<file path="src/rtl/cursor_motion_ctrl_pkg.sv">
// cursor_pkg: shared constants, FSM state type and arithmetic helpers for
// the cursor motion controller.
//   SCREEN_W_C / SCREEN_H_C : visible screen size in pixels
//   ACC_W                   : motion accumulator width (signed)
//   POS_W                   : committed position width (unsigned)
//   sat_add()               : signed add saturating at ACC_W bits
//   clamp()                 : clamp an (ACC_W+1)-bit signed value into [lo, hi]
package cursor_pkg;
  localparam int SCREEN_W_C = 640;
  localparam int SCREEN_H_C = 480;
  localparam int ACC_W      = 12;
  localparam int POS_W      = 10;

  typedef enum logic {ACCUM = 1'b0, COMMIT = 1'b1} cursor_state_t;

  localparam logic signed [ACC_W:0] SUM_MAX = 13'sd2047;
  localparam logic signed [ACC_W:0] SUM_MIN = -13'sd2048;

  // One guard bit is enough to see any overflow of an ACC_W-bit add.
  function automatic logic signed [ACC_W-1:0] sat_add(
    input logic signed [ACC_W-1:0] a,
    input logic signed [ACC_W-1:0] b
  );
    logic signed [ACC_W:0] s;
    s = $signed({a[ACC_W-1], a}) + $signed({b[ACC_W-1], b});
    if (s > SUM_MAX)      return SUM_MAX[ACC_W-1:0];
    else if (s < SUM_MIN) return SUM_MIN[ACC_W-1:0];
    else                  return s[ACC_W-1:0];
  endfunction

  function automatic logic [POS_W-1:0] clamp(
    input logic signed [ACC_W:0] v,
    input logic signed [ACC_W:0] lo,
    input logic signed [ACC_W:0] hi
  );
    if (v < lo)      return lo[POS_W-1:0];
    else if (v > hi) return hi[POS_W-1:0];
    else             return v[POS_W-1:0];
  endfunction
endpackage

</file>
<file path="src/rtl/cursor_motion_ctrl_if.sv">
// Motion packet handshake (PS/2 mouse style relative motion).
//   pkt_valid : source has a packet
//   pkt_ready : sink accepts this cycle
//   pkt_dx    : signed X delta, +right
//   pkt_dy    : signed Y delta, +up
//   pkt_btn   : left-button state
// master = packet source, slave = cursor controller.
interface cursor_motion_ctrl_if;
  logic       pkt_valid;
  logic       pkt_ready;
  logic [8:0] pkt_dx;
  logic [8:0] pkt_dy;
  logic       pkt_btn;

  modport master (output pkt_valid, pkt_dx, pkt_dy, pkt_btn, input pkt_ready);
  modport slave  (input pkt_valid, pkt_dx, pkt_dy, pkt_btn, output pkt_ready);
endinterface

</file>
<file path="src/rtl/cursor_motion_ctrl_frame_edge_sync.sv">
// frame_edge_sync: brings an asynchronous frame strobe into the clk domain
// and emits a one-cycle pulse on its rising edge. Shared by frame-rate blocks.
//   clk        : destination clock
//   reset      : synchronous, active-high
//   async_in   : asynchronous strobe
//   edge_pulse : one-cycle pulse per rising edge of async_in
module frame_edge_sync (
  input  logic clk,
  input  logic reset,
  input  logic async_in,
  output logic edge_pulse
);
  logic s1, s2, s3;

  always_ff @(posedge clk) begin
    if (reset) begin
      s1 <= 1'b0;
      s2 <= 1'b0;
      s3 <= 1'b0;
    end else begin
      s1 <= async_in;
      s2 <= s1;
      s3 <= s2;
    end
  end

  assign edge_pulse = s2 & ~s3;
endmodule

</file>
<file path="src/rtl/cursor_motion_ctrl.sv">
// cursor_motion_ctrl: accumulates relative motion packets between frames and
// commits them to clamped absolute cursor coordinates once per frame strobe.
//   Clk, Reset      : system clock, synchronous active-high reset
//   frame_clk       : asynchronous frame strobe
//   pkt             : motion packet handshake (slave side)
//   cursorX/cursorY : committed position, stable between commits
//   click_pulse     : one cycle, button press seen during the last frame
//   moved           : one cycle, committed position changed
module cursor_motion_ctrl
  import cursor_pkg::*;
#(
  parameter int SCREEN_W = SCREEN_W_C,
  parameter int SCREEN_H = SCREEN_H_C,
  parameter int INIT_X   = 320,
  parameter int INIT_Y   = 240,
  parameter int MARGIN   = 4
) (
  input  logic                  Clk,
  input  logic                  Reset,
  input  logic                  frame_clk,
  cursor_motion_ctrl_if.slave   pkt,
  output logic [POS_W-1:0]      cursorX,
  output logic [POS_W-1:0]      cursorY,
  output logic                  click_pulse,
  output logic                  moved
);
  localparam logic signed [ACC_W:0] X_LO = (ACC_W+1)'(MARGIN);
  localparam logic signed [ACC_W:0] X_HI = (ACC_W+1)'(SCREEN_W - 1 - MARGIN);
  localparam logic signed [ACC_W:0] Y_LO = (ACC_W+1)'(MARGIN);
  localparam logic signed [ACC_W:0] Y_HI = (ACC_W+1)'(SCREEN_H - 1 - MARGIN);

  cursor_state_t state, state_nxt;
  logic          frame_edge;
  logic          do_commit;
  logic          accept;

  logic signed [ACC_W-1:0] acc_x, acc_y;
  logic signed [ACC_W-1:0] dx_ext, dy_neg;
  logic signed [ACC_W:0]   nx_w, ny_w;
  logic [POS_W-1:0]        nx, ny;
  logic                    last_btn, pend_click;

  frame_edge_sync u_sync (
    .clk       (Clk),
    .reset     (Reset),
    .async_in  (frame_clk),
    .edge_pulse(frame_edge)
  );

  always_ff @(posedge Clk) begin
    if (Reset) state <= ACCUM;
    else       state <= state_nxt;
  end

  always_comb begin
    state_nxt = state;
    case (state)
      ACCUM:   if (frame_edge) state_nxt = COMMIT;
      COMMIT:  state_nxt = ACCUM;
      default: state_nxt = ACCUM;
    endcase
  end

  // Ready is masked by Reset so nothing is consumed during the reset cycle.
  always_comb begin
    pkt.pkt_ready = 1'b0;
    do_commit     = 1'b0;
    case (state)
      ACCUM:   pkt.pkt_ready = ~Reset;
      COMMIT:  do_commit     = 1'b1;
      default: ;
    endcase
  end

  assign accept = pkt.pkt_valid & pkt.pkt_ready;

  // Screen Y grows downward while PS/2 dy is +up, so dy is subtracted.
  assign dx_ext = $signed({{(ACC_W-9){pkt.pkt_dx[8]}}, pkt.pkt_dx});
  assign dy_neg = -$signed({{(ACC_W-9){pkt.pkt_dy[8]}}, pkt.pkt_dy});

  assign nx_w = $signed({{(ACC_W+1-POS_W){1'b0}}, cursorX}) + $signed({acc_x[ACC_W-1], acc_x});
  assign ny_w = $signed({{(ACC_W+1-POS_W){1'b0}}, cursorY}) + $signed({acc_y[ACC_W-1], acc_y});
  assign nx   = clamp(nx_w, X_LO, X_HI);
  assign ny   = clamp(ny_w, Y_LO, Y_HI);

  always_ff @(posedge Clk) begin
    if (Reset) begin
      cursorX     <= POS_W'(INIT_X);
      cursorY     <= POS_W'(INIT_Y);
      acc_x       <= '0;
      acc_y       <= '0;
      last_btn    <= 1'b0;
      pend_click  <= 1'b0;
      click_pulse <= 1'b0;
      moved       <= 1'b0;
    end else begin
      click_pulse <= 1'b0;
      moved       <= 1'b0;
      if (do_commit) begin
        cursorX     <= nx;
        cursorY     <= ny;
        acc_x       <= '0;
        acc_y       <= '0;
        moved       <= (nx != cursorX) || (ny != cursorY);
        click_pulse <= pend_click;
        pend_click  <= 1'b0;
      end else if (accept) begin
        acc_x    <= sat_add(acc_x, dx_ext);
        acc_y    <= sat_add(acc_y, dy_neg);
        last_btn <= pkt.pkt_btn;
        if (pkt.pkt_btn && !last_btn) pend_click <= 1'b1;
      end
    end
  end
endmodule

</file>
<file path="src/flat_wrapper.sv">
// flat-port wrapper written by rule: the top's interface ports become plain ports
module cursor_motion_ctrl_flat import cursor_pkg::*;
#(
  parameter int SCREEN_W = SCREEN_W_C,
  parameter int SCREEN_H = SCREEN_H_C,
  parameter int INIT_X   = 320,
  parameter int INIT_Y   = 240,
  parameter int MARGIN   = 4
)
  (Clk, Reset, frame_clk, cursorX, cursorY, click_pulse, moved, pkt_pkt_valid, pkt_pkt_dx, pkt_pkt_dy, pkt_pkt_btn, pkt_pkt_ready);
  cursor_motion_ctrl_if pkt_i ();
  input  logic Clk;
  input  logic Reset;
  input  logic frame_clk;
  output logic [POS_W-1:0] cursorX;
  output logic [POS_W-1:0] cursorY;
  output logic click_pulse;
  output logic moved;
  input wire logic [$bits(pkt_i.pkt_valid)-1:0] pkt_pkt_valid;
  input wire logic [$bits(pkt_i.pkt_dx)-1:0] pkt_pkt_dx;
  input wire logic [$bits(pkt_i.pkt_dy)-1:0] pkt_pkt_dy;
  input wire logic [$bits(pkt_i.pkt_btn)-1:0] pkt_pkt_btn;
  output wire logic [$bits(pkt_i.pkt_ready)-1:0] pkt_pkt_ready;
  assign pkt_i.pkt_valid = pkt_pkt_valid;
  assign pkt_i.pkt_dx = pkt_pkt_dx;
  assign pkt_i.pkt_dy = pkt_pkt_dy;
  assign pkt_i.pkt_btn = pkt_pkt_btn;
  assign pkt_pkt_ready = pkt_i.pkt_ready;
  cursor_motion_ctrl #(.SCREEN_W(SCREEN_W), .SCREEN_H(SCREEN_H), .INIT_X(INIT_X), .INIT_Y(INIT_Y), .MARGIN(MARGIN)) u_core (.Clk(Clk), .Reset(Reset), .frame_clk(frame_clk), .pkt(pkt_i), .cursorX(cursorX), .cursorY(cursorY), .click_pulse(click_pulse), .moved(moved));
endmodule
</file>
<file path="config.mk">
export PLATFORM = sky130hd
export DESIGN_NAME = cursor_motion_ctrl_flat
export DESIGN_NICKNAME = d
export VERILOG_FILES = /design/src/rtl/cursor_motion_ctrl_pkg.sv /design/src/rtl/cursor_motion_ctrl_if.sv /design/src/rtl/cursor_motion_ctrl_frame_edge_sync.sv /design/src/rtl/cursor_motion_ctrl.sv /design/src/flat_wrapper.sv
export SDC_FILE = /design/constraint.sdc
export NUM_CORES = 1
export LEC_CHECK = 0
export CAP_MARGIN = 20
export CELL_PAD_IN_SITES_DETAIL_PLACEMENT = 0
export CELL_PAD_IN_SITES_GLOBAL_PLACEMENT = 2
export CORE_MARGIN = 3
export CORE_UTILIZATION = 34
export DETAILED_ROUTE_END_ITERATION = 6
export GPL_TIMING_DRIVEN = 0
export PLACE_DENSITY_LB_ADDON = 0.1
export SYNTH_ARGS = -nofsm -noshare
export SYNTH_HDL_FRONTEND = slang
export SYNTH_SLANG_ARGS = --single-unit
</file>
<file path="constraint.sdc">
create_clock -name Clk -period 4.8 [get_ports Clk]
set_clock_uncertainty 0.1 [all_clocks]
set_input_delay 1.44 -clock Clk [delete_from_list [all_inputs] [get_ports Clk]]
set_output_delay 1.44 -clock Clk [all_outputs]
set_load 0.02 [all_outputs]
</file>
==> run_results.csv, run 1 <==
group,metric,value,unit
sta,finalMaxSlewViolations,0,
floorplan,dieHeight,123,um
clocking,holdBufCountCts,0,
cells_and_area,finish.utilization,42.3,%
floorplan,start_util,35.7,%
sta,timing.slew.headroom,40.9,%
critical_path,crit_arrival,3.00,ns
synth,yosys_warnings,0,
cells_and_area,drive_gt1_share,4.17,%
critical_path,crit_chain,"clkdlybuf4s50_1 > or2_2 > clkinvlp_4 > dlygate4sd2_1",
power,total_power,1.99,mW
synth,syn_nets,664,
global_routing,overflow,0,
synth,ys.flop_type,"dfxtp_1",
synth,ys_ff_latch,52,
power,irDropWorstVdd,0.165,mV
route,wl,13.2,mm
synth,synth_xor_area_share,8.30,%
sta,rsz0062_at_grt,"false",
floorplan,core-area,13000,sq um
floorplan,rows,41,
synth,syn_inst,593,
clocking,numCtsBuffers,5,
synth,async_reset_ff_share,0,%
route,post_drt_wl_per_cell,16.1,um
sta,setup_violations,0,
cells_and_area,nets,717,
synth,synth_edf_count,0,
floorplan,die_w,123,um
place,io_buffers,45,
critical_path,crit_buf_inv,3,
synth,yosys.area_share.adder,16.0,%
synth,synth_area_leader_cell,"dfxtp_1",
synth,synth_sequential_area_ratio,22.5,%
critical_path,cp.required,3.26,ns
cells_and_area,fillers,1339,
synth,synth_area,4630,sq um
global_routing,grt_pass1_wl,21.6,mm
critical_path,critPathMaxFanout,15,
clocking,h-tree-depth,2,
critical_path,cp_top_family,"buffers and inverters",
floorplan,ios,46,
synth,synth-simple-area-share,17.5,%
power,p_leak,2.15,nW
critical_path,path_class,"input port to output pin",
global_routing,grt_use_total,17.9,%
place,place_congestion,0.833,
cells_and_area,final_cells,819,
place,hpwl,10.5,mm
critical_path,worstSetupEndpointType,"output pin",
route,antenna_left,0,
critical_path,worst_setup_path_start_kind,"input port",
synth,yosysTopAreaCellShare,22.5,%
sta,fin_crit,4.54,ns
route,drt-initial-drc-count,237,
place,dp_cells,810,
route,viasPerCell,5.42,
cells_and_area,diodes,0,
route,vias,4442,
sta,totalNegativeSetupSlack,0,ns
synth,synth_top_family_by_area,"compound AO/OA/AOI/OAI gates",
synth,yosysUniqueCellTypes,66,
power,pwr_density_cell,362,nW/um^2
floorplan,dieArea,15000,sq um
sta,worst_pin_slew,0.875,ns
sta,clock.fmax,0.220,GHz
clocking,clk_root_buffer_cell,"clkbuf_16",
clocking,clock_latency,0.29,ns
global_routing,grt_max_degree,17,
synth,synthTopCellsByArea,"dfxtp_1 (22%), ha_1 (12%), o21ai_0 (6.9%)",
sta,hold_slack,0.286,ns
clocking,cts.sinks,52,
critical_path,slowest_stage,"clkdlybuf4s50_1",
synth,synth_compound_area_share,30.3,%
clocking,clkSlewWorstSetupHoldPaths,0.06,ns
clocking,clockBufferDepth,2,
min_path,hold_path_class,"flop to flop",
cells_and_area,area_delta_synth_final,18.6,%
critical_path,max_stage_delay,0.57,ns
synth,avgSynthCellArea,7.80,sq um
flow_run,max_cap_viol_count,0,
sta,min_period_over_period,94.6,%
clocking,cts_tree,"done",
synth,synth.mux.area_fraction,0.892,%
sta,hold_violations,0,
route,drcViolationCount,0,
global_routing,grt_pass1_vias,4197,
outcome,status,"complete, no violations",
route,drt-pass1-iter-count,5,
global_routing,antenna_found_initial,0,
[synthesized netlist by cell type (all sizes together), types with 6 or more instances]
master and instances:
xor2 22, ha 44, inv 36, nor4 6
nor2b 10, a31oi 16, o31a 6, o21ai 67
and3 6, dfxtp 52, clkbuf 20, o21a 7
nor3 11, maj3 11, xnor2 21, o211ai 11
nand2 37, nor2 42, a21o 9, o21bai 7
nand3 17, a21oi 52
[stage by stage]
stage,worst slack [ns],cell area (sq um)
2_1_floorplan,0.535,4630
3_3_place_gp,-0.366,5290
3_5_place_dp,-0.380,5290
4_1_cts,0.0347,5460
5_1_grt,0.00880,5490
6_report,0.257,5490
[flip-flops by register name, summed over array words and instances, names as in the netlist]
register            cells
u_core.acc_x           12
u_core.click_pulse      1
u_core.acc_y           12
u_core.u_sync.s3        1
u_core.state            1
u_core.pend_click       1
u_core.last_btn         1
u_core.u_sync.s1        1
u_core.moved            1
u_core.cursorY         10
u_core.u_sync.s2        1
u_core.cursorX         10
[power by group]
group          internal (mW)  leakage (nW)  switching (mW)
registers              0.474         0.427          0.0644
logic                  0.432          1.64           0.600
clock network          0.249        0.0815           0.167
[logic make-up after synthesis]
group                    after synthesis
adder cells (fa/ha/maj)               59
multiplexers                           4
buffers and inverters                 56
flip-flops                            52
XOR/XNOR                              43
AO/OA/AOI/OAI                        217
AND/OR/NAND/NOR                      162
[final timing paths]
| path | start | to | slack (ns) | depth (start not counted) |
|---|---|---|---|---|
| max | Reset | pkt_pkt_ready | 0.26 | 4 |
| min | u_core.u_sync.s3 | u_core.state | 0.29 | 1 |
| max reg2reg | u_core.acc_y[0] | u_core.moved | 0.56 | 15 |
| min reg2reg | u_core.u_sync.s3 | u_core.state | 0.29 | 1 |
[timing repair]
| item | 4_1_cts | 5_1_grt |
|---|---|---|
| buffers inserted | 0 | 1 |
| endpoints found under the setup margin | 10 | 12 |
| resized for setup | 3 | 11 |
| gates cloned | 0 | 1 |
| pin swaps | 0 | 1 |
[placed cells by master, fill, tap and decap left out, types with 16 or more instances in the layout]
cell type and instances:
nor2_1 42, xnor2_1 21, ha_1 44, a21oi_1 52, inv_1 35, clkdlybuf4s50_1 44, dfxtp_1 52, xor2_1 21
a31oi_1 16, clkbuf_1 18, nand3_1 17, nand2_1 37, o21ai_0 63
[area by class of cell]
type                    count  area (sq um)  share of cell area [%]
multi-input cells         485          3380                    61.6
clock inverters             2          38.8                   0.706
clock buffers               6           129                    2.35
flip-flops and latches     52          1040                    19.0
plain buffers              19          78.8                    1.44
inverters                  36           139                    2.53
repair buffers             47           464                    8.45
well taps                 172           215                    3.92
[layer usage]
layer  GRT usage (%)  vias to the layer above  share of wire [%]
li1                -                     2302                  -
met1            26.8                     2060                 53
met2            28.1                       75                 44
met3            1.98                        5                2.9
met4            2.59                        0               0.47
met5               0                        -                  0
(Power assumes the default switching activity.)
==> run 2, diff against run 1 <==
CTS_CLUSTER_DIAMETER = 200   (was not set)
==> results of run 2 <==
Same layout as run 1: the final DEF is identical, and so are final timing and power.
